## src/rtl/decode_stage_control_pkg.sv

```systemverilog
// Shared decode definitions: immediate-format selects, RV32 opcodes,
// stage FSM states and the buffer entry layout.
package rv_decode_pkg;

    localparam logic [2:0] IMM_NONE = 3'b000;
    localparam logic [2:0] IMM_I    = 3'b001;
    localparam logic [2:0] IMM_S    = 3'b010;
    localparam logic [2:0] IMM_B    = 3'b011;
    localparam logic [2:0] IMM_U    = 3'b100;
    localparam logic [2:0] IMM_J    = 3'b101;
    localparam logic [2:0] IMM_CSR  = 3'b110;

    localparam logic [6:0] OPC_LOAD     = 7'b0000011;
    localparam logic [6:0] OPC_MISC_MEM = 7'b0001111;
    localparam logic [6:0] OPC_OP_IMM   = 7'b0010011;
    localparam logic [6:0] OPC_AUIPC    = 7'b0010111;
    localparam logic [6:0] OPC_STORE    = 7'b0100011;
    localparam logic [6:0] OPC_OP       = 7'b0110011;
    localparam logic [6:0] OPC_LUI      = 7'b0110111;
    localparam logic [6:0] OPC_BRANCH   = 7'b1100011;
    localparam logic [6:0] OPC_JALR     = 7'b1100111;
    localparam logic [6:0] OPC_JAL      = 7'b1101111;
    localparam logic [6:0] OPC_SYSTEM   = 7'b1110011;

    typedef enum logic {
        ST_RUN  = 1'b0,
        ST_TRAP = 1'b1
    } state_t;

    typedef struct packed {
        logic [31:0] instruction;
        logic [31:0] pc;
        logic [2:0]  select;
        logic        illegal_flag;
        logic        valid;
    } entry_t;

endpackage

```

## src/rtl/decode_stage_control_if.sv

```systemverilog
// Fetch/execute/trap signal bundle of the decode stage; slave is the stage,
// master is whatever drives it (fetch, execute and trap handler together).
interface decode_stage_control_if;
    logic        in_valid;
    logic        in_ready;
    logic [31:0] in_instruction;
    logic [31:0] in_pc;
    logic        out_valid;
    logic        out_ready;
    logic [31:0] out_instruction;
    logic [31:0] out_pc;
    logic [2:0]  immediate_select;
    logic        flush;
    logic        illegal;
    logic [31:0] trap_pc;
    logic        trap_ack;

    modport slave (
        input  in_valid, in_instruction, in_pc, out_ready, flush, trap_ack,
        output in_ready, out_valid, out_instruction, out_pc, immediate_select,
        illegal, trap_pc
    );

    modport master (
        output in_valid, in_instruction, in_pc, out_ready, flush, trap_ack,
        input  in_ready, out_valid, out_instruction, out_pc, immediate_select,
        illegal, trap_pc
    );
endinterface

```

## src/rtl/decode_stage_control_decoder.sv

```systemverilog
// Opcode to immediate-format decode; purely combinational, flags words
// the stage must trap on.
module imm_select_decoder
    import rv_decode_pkg::*;
#(
    parameter bit ENABLE_CSR = 1'b1
) (
    input  logic [31:0] instruction,
    output logic [2:0]  immediate_select,
    output logic        illegal
);

    logic unused_bits;
    assign unused_bits = ^{instruction[31:15], instruction[11:7]};

    always_comb begin
        immediate_select = IMM_NONE;
        illegal          = 1'b0;
        // Compressed or malformed encodings never match the full opcode table.
        if (instruction[1:0] != 2'b11) begin
            illegal = 1'b1;
        end else begin
            unique case (instruction[6:0])
                OPC_LOAD, OPC_OP_IMM, OPC_JALR: immediate_select = IMM_I;
                OPC_STORE:                      immediate_select = IMM_S;
                OPC_BRANCH:                     immediate_select = IMM_B;
                OPC_LUI, OPC_AUIPC:             immediate_select = IMM_U;
                OPC_JAL:                        immediate_select = IMM_J;
                OPC_OP, OPC_MISC_MEM:           immediate_select = IMM_NONE;
                OPC_SYSTEM: begin
                    if (instruction[14:12] != 3'b000) begin
                        if (ENABLE_CSR) immediate_select = IMM_CSR;
                        else            illegal          = 1'b1;
                    end
                end
                default: illegal = 1'b1;
            endcase
        end
    end

endmodule

```

## src/rtl/decode_stage_control.sv

```systemverilog
// Decode stage controller: two-entry skid buffer between fetch and execute,
// with a RUN/TRAP FSM that parks the stage on an illegal instruction.
module decode_stage_control
    import rv_decode_pkg::*;
#(
    parameter bit ENABLE_CSR = 1'b1
) (
    input logic                  clk,
    input logic                  rst_n,
    decode_stage_control_if.slave bus
);

    state_t state;
    entry_t head;
    entry_t skid;
    entry_t incoming;
    logic [2:0] dec_select;
    logic       dec_illegal;
    logic       accept;
    logic       consume;

    imm_select_decoder #(.ENABLE_CSR(ENABLE_CSR)) u_decoder (
        .instruction      (bus.in_instruction),
        .immediate_select (dec_select),
        .illegal          (dec_illegal)
    );

    // All handshake outputs come from registered state only.
    assign bus.in_ready  = (state == ST_RUN) && !skid.valid;
    assign bus.out_valid = (state == ST_RUN) && head.valid && !head.illegal_flag;
    assign bus.illegal   = head.valid && head.illegal_flag;
    assign bus.trap_pc   = bus.illegal ? head.pc : 32'd0;

    assign bus.out_instruction  = head.valid ? head.instruction : 32'd0;
    assign bus.out_pc           = head.valid ? head.pc : 32'd0;
    assign bus.immediate_select = head.valid ? head.select : IMM_NONE;

    assign accept  = bus.in_valid && bus.in_ready;
    assign consume = bus.out_valid && bus.out_ready;

    always_comb begin
        incoming              = '0;
        incoming.instruction  = bus.in_instruction;
        incoming.pc           = bus.in_pc;
        incoming.select       = dec_select;
        incoming.illegal_flag = dec_illegal;
        incoming.valid        = 1'b1;
    end

    always_ff @(posedge clk) begin
        if (!rst_n) begin
            state <= ST_RUN;
            head  <= '0;
            skid  <= '0;
        end else if (bus.flush) begin
            state <= ST_RUN;
            head  <= '0;
            skid  <= '0;
        end else begin
            unique case (state)
                ST_RUN: begin
                    if (head.valid && head.illegal_flag) state <= ST_TRAP;
                    // Skid can only be valid when no accept is possible.
                    if (!head.valid || consume) begin
                        if (skid.valid) begin
                            head <= skid;
                            skid <= '0;
                        end else begin
                            head <= accept ? incoming : '0;
                        end
                    end else if (accept) begin
                        skid <= incoming;
                    end
                end
                ST_TRAP: begin
                    if (bus.trap_ack) begin
                        state <= ST_RUN;
                        head  <= '0;
                        skid  <= '0;
                    end
                end
                default: state <= ST_RUN;
            endcase
        end
    end

endmodule

```

## src/flat_wrapper.sv

```systemverilog
// flat-port wrapper written by rule: the top's interface ports become plain ports
module decode_stage_control_flat import rv_decode_pkg::*;
#(
    parameter bit ENABLE_CSR = 1'b1
)
  (clk, rst_n, bus_in_valid, bus_in_instruction, bus_in_pc, bus_out_ready, bus_flush, bus_trap_ack, bus_in_ready, bus_out_valid, bus_out_instruction, bus_out_pc, bus_immediate_select, bus_illegal, bus_trap_pc);
  decode_stage_control_if bus_i ();
  input logic clk;
  input logic rst_n;
  input wire logic [$bits(bus_i.in_valid)-1:0] bus_in_valid;
  input wire logic [$bits(bus_i.in_instruction)-1:0] bus_in_instruction;
  input wire logic [$bits(bus_i.in_pc)-1:0] bus_in_pc;
  input wire logic [$bits(bus_i.out_ready)-1:0] bus_out_ready;
  input wire logic [$bits(bus_i.flush)-1:0] bus_flush;
  input wire logic [$bits(bus_i.trap_ack)-1:0] bus_trap_ack;
  output wire logic [$bits(bus_i.in_ready)-1:0] bus_in_ready;
  output wire logic [$bits(bus_i.out_valid)-1:0] bus_out_valid;
  output wire logic [$bits(bus_i.out_instruction)-1:0] bus_out_instruction;
  output wire logic [$bits(bus_i.out_pc)-1:0] bus_out_pc;
  output wire logic [$bits(bus_i.immediate_select)-1:0] bus_immediate_select;
  output wire logic [$bits(bus_i.illegal)-1:0] bus_illegal;
  output wire logic [$bits(bus_i.trap_pc)-1:0] bus_trap_pc;
  assign bus_i.in_valid = bus_in_valid;
  assign bus_i.in_instruction = bus_in_instruction;
  assign bus_i.in_pc = bus_in_pc;
  assign bus_i.out_ready = bus_out_ready;
  assign bus_i.flush = bus_flush;
  assign bus_i.trap_ack = bus_trap_ack;
  assign bus_in_ready = bus_i.in_ready;
  assign bus_out_valid = bus_i.out_valid;
  assign bus_out_instruction = bus_i.out_instruction;
  assign bus_out_pc = bus_i.out_pc;
  assign bus_immediate_select = bus_i.immediate_select;
  assign bus_illegal = bus_i.illegal;
  assign bus_trap_pc = bus_i.trap_pc;
  decode_stage_control #(.ENABLE_CSR(ENABLE_CSR)) u_core (.clk(clk), .rst_n(rst_n), .bus(bus_i));
endmodule
```

## config.mk

```make
export PLATFORM = sky130hd
export DESIGN_NAME = decode_stage_control_flat
export DESIGN_NICKNAME = d
export VERILOG_FILES = /design/src/rtl/decode_stage_control_pkg.sv /design/src/rtl/decode_stage_control_if.sv /design/src/rtl/decode_stage_control_decoder.sv /design/src/rtl/decode_stage_control.sv /design/src/flat_wrapper.sv
export SDC_FILE = /design/constraint.sdc
export NUM_CORES = 1
export LEC_CHECK = 0
export BUFFER_PORTS_ARGS = -buffer_cell sky130_fd_sc_hd__buf_2
export CAP_MARGIN = 10
export CORE_ASPECT_RATIO = 0.6
export CORE_MARGIN = 5
export CORE_UTILIZATION = 46
export DETAILED_ROUTE_END_ITERATION = 10
export PLACE_DENSITY_LB_ADDON = 0.25
export SLEW_MARGIN = 5
export SYNTH_ARGS = -nofsm -noshare
export SYNTH_HDL_FRONTEND = slang
export SYNTH_SLANG_ARGS = --single-unit
```

## constraint.sdc

```tcl
create_clock -name clk -period 1.45 [get_ports clk]
set_input_delay 0.29 -clock clk [delete_from_list [all_inputs] [get_ports clk]]
set_output_delay 0.29 -clock clk [all_outputs]
set_load 0.1 [all_outputs]
```

==> out/qor.yml <==
clock_sinks: 139
grt.overflow.total: 0
grtUsageMet3: 0.0975
drive_gt1_frac: 0.485
rr_startpoint: "u_core.head[0]"
met1_usage: 0.336
setup_viol: 240
hold_violations: 0
clk_latency_ps: 410
fin_util: 0.798
synth_seq_cells: 139
io_buffers: 171
routedWlPerCell_um: 22.9
die_w_um: 154
use_met2: 0.454
cellPowerDensity_nw_per_um2: 955
cpPeakStageDelay_ps: 440
synthCells: 557
fin_crit_sh: 1.21
cp_max_fo: 22
pwr-share-comb: 0.090
holdPathStages: 2
cts.path.max_buffers: 2
post-route-min-period_ps: 1760
worstPathCellList: "buf_8 -> and3_4 -> buf_12"
switching_share: 0.237
cts_hold_buf: 0
holdWs_ps: 105
routed_wl_um: 20700
syn-num-nets: 627
power_leakage_nw: 3.82
end_kind: "output pin"
arrival_ps: 1470
core-area_um2: 12100
final_common_cell: "dfxtp_1"
io_pins: 172
total_power_w: 0.00923
fin_tns_setup_ps: -49490
start_util: 0.473
final_nets: 795
die-area_um2: 14800
clock.fmax_mhz: 568
first_pass_iters: 5
grt_busiest_layer: "met2"
layoutNonFillerInstCount: 906
cts_max_level: 4
internal_power_w: 0.00704
seq_area_frac_synth: 0.486
track_usage: 0.276
first_global_vias: 5932
fp.dieH_um: 96.4
synth-async-reset-ratio: 0
required_ps: 1160
rsz0062_at_grt: "yes"
yosysWarnings: 0
drtIter0Drc: 444
slew_headroom: 0.713
status: "complete, but fails checks"
reg2reg_slack_ps: -240
path_class: "flip-flop to output pin"
gp_congestion: 0.832
slew_violations: 0
worstMarginPinSlew_ps: 431
drv_cap: 0
postRouteAntennaNets: 0
grt_max_degree: 66
syn2layout_area_growth_pct: 68.9
grt_pass1_wl_um: 32500
pwr-share-clk: 0.483
vias_per_cell: 6.22
slowest_stage: "dfxtp_4"
nFillCells: 670
min_to: "u_core.skid[18]"
placed_cells_incl_taps: 863
synthFlopType: "dfxtp_1"
hold_class: "input pin to flip-flop"
setup_slack_ps: -311
cp-start-kind: "flip-flop"
cts_tree: "yes"
syn_area_um2: 5720
fin_skew_ps: 6.28
synth_edf_count: 0
antenna_found_initial: 1
p_seq_frac: 0.427
layout_common_cells: "135 x dfxtp_1, 111 x buf_12, 70 x and2_4, 69 x buf_2, 68 x a22o_1"
violations: "setup timing"
hold_start: "bus_in_pc[13]"
worstReg2RegEnd: "u_core.head[1]"
rows: 31
avgSynthCellArea_um2: 10.3
num_vias: 5633
cts_root_buf: "clkbuf_16"
vdd_ir_drop_max_uv: 757
dp_hpwl_um: 13000
ys_types: 39
reg2regPathDepth: 5
power.switching_w: 0.00219
drc: 0
clkTransAtPathRegs_ps: 60
cts_buffers: 17
-- cell usage after synthesis, drive strengths merged (3+ instances only) --
cell type  instances  area, um2
a21oi              3       18.8
a221o              3       30.0
a22o              68        596
a22oi             64        480
and2              71        444
and3              33        206
buf               29        153
clkbuf            33        124
dfxtp            139       2780
inv                4       15.0
nand2              4       15.0
nand2b             4       25.0
nor2               8       30.0
nor2b              3       18.8
nor3               3       15.0
o2bb2ai           65        569
-- flip-flops by register name (all words and copies together) (netlist names) --
signal        flops
u_core.head      69
u_core.skid      69
u_core.state      1
-- power groups by stage --
stage                     clock network, W  logic [W]  registers, W
after floorplan                          0   0.000429       0.00400
after global placement                   0   0.000696       0.00401
after detailed placement                 0   0.000730       0.00401
after CTS                          0.00444   0.000815       0.00393
after global routing               0.00467   0.000880       0.00394
final                              0.00446   0.000834       0.00394
-- per-layer routing --
layer	wire length [um]	part of all wire
met4	493	0.024
met3	2010	0.097
met1	8370	0.40
met5	13	0.00063
met2	9850	0.47
-- worst max-delay path by stage --
stage	start	end	slack, ps	cells after the start
3_3_place_gp	bus_in_valid	u_core.skid[9]	-130	6
6_report	u_core.head[0]	bus_trap_pc[31]	-310	3
3_5_place_dp	bus_in_valid	u_core.skid[13]	-210	6
5_1_grt	u_core.head[0]	bus_out_valid	-370	3
4_1_cts	u_core.head[0]	bus_trap_pc[31]	-310	3
2_1_floorplan	u_core.head[1]	bus_out_valid	-140	2
-- stage by stage --
step	area [um2]	worst slack (ps)
floorplan	6150	-142
global placement	8730	-128
detailed placement	8730	-209
CTS	9660	-311
global route	9660	-369
finish	9660	-311
-- what timing repair did --
item / in CTS / in global routing
endpoints found under the setup margin: 237 / 240
resized for setup: 32 / 2
cloned: 5 / 0
buffers inserted: 3 / 0
hold endpoints to repair: 0 / 0
pin swaps: 15 / 9
-- cell families (layout without fill, tap and decap cells) --
| kind of cell | count (synthesis) | after routing | synth area share |
|---|---|---|---|
| AO/OA/AOI/OAI | 218 | 218 | 0.318 |
| flip-flops | 139 | 139 | 0.486 |
| AND/OR/NAND/NOR | 134 | 134 | 0.144 |
| buffers and inverters | 66 | 247 | 0.0510 |
| other | 0 | 3 | 0 |
-- layout make-up --
class	count	area, um2	area share
repair buffers	211	2970	0.308
clock inverters	9	108	0.0111
inverters	4	15.0	0.00155
flip-flops and latches	139	2800	0.289
clock buffers	23	509	0.0527
well taps	165	206	0.0214
diodes	3	7.51	0.000777
multi-input cells	352	3050	0.316
-- worst max-delay path, delay by kind of cell, from the launching register on --
family,cells,cell delay [ps]
DFF,1,440
and+or+nand+nor,1,220
buffers and inverters,2,380
Note: power is estimated with default switching activity, not from simulation.
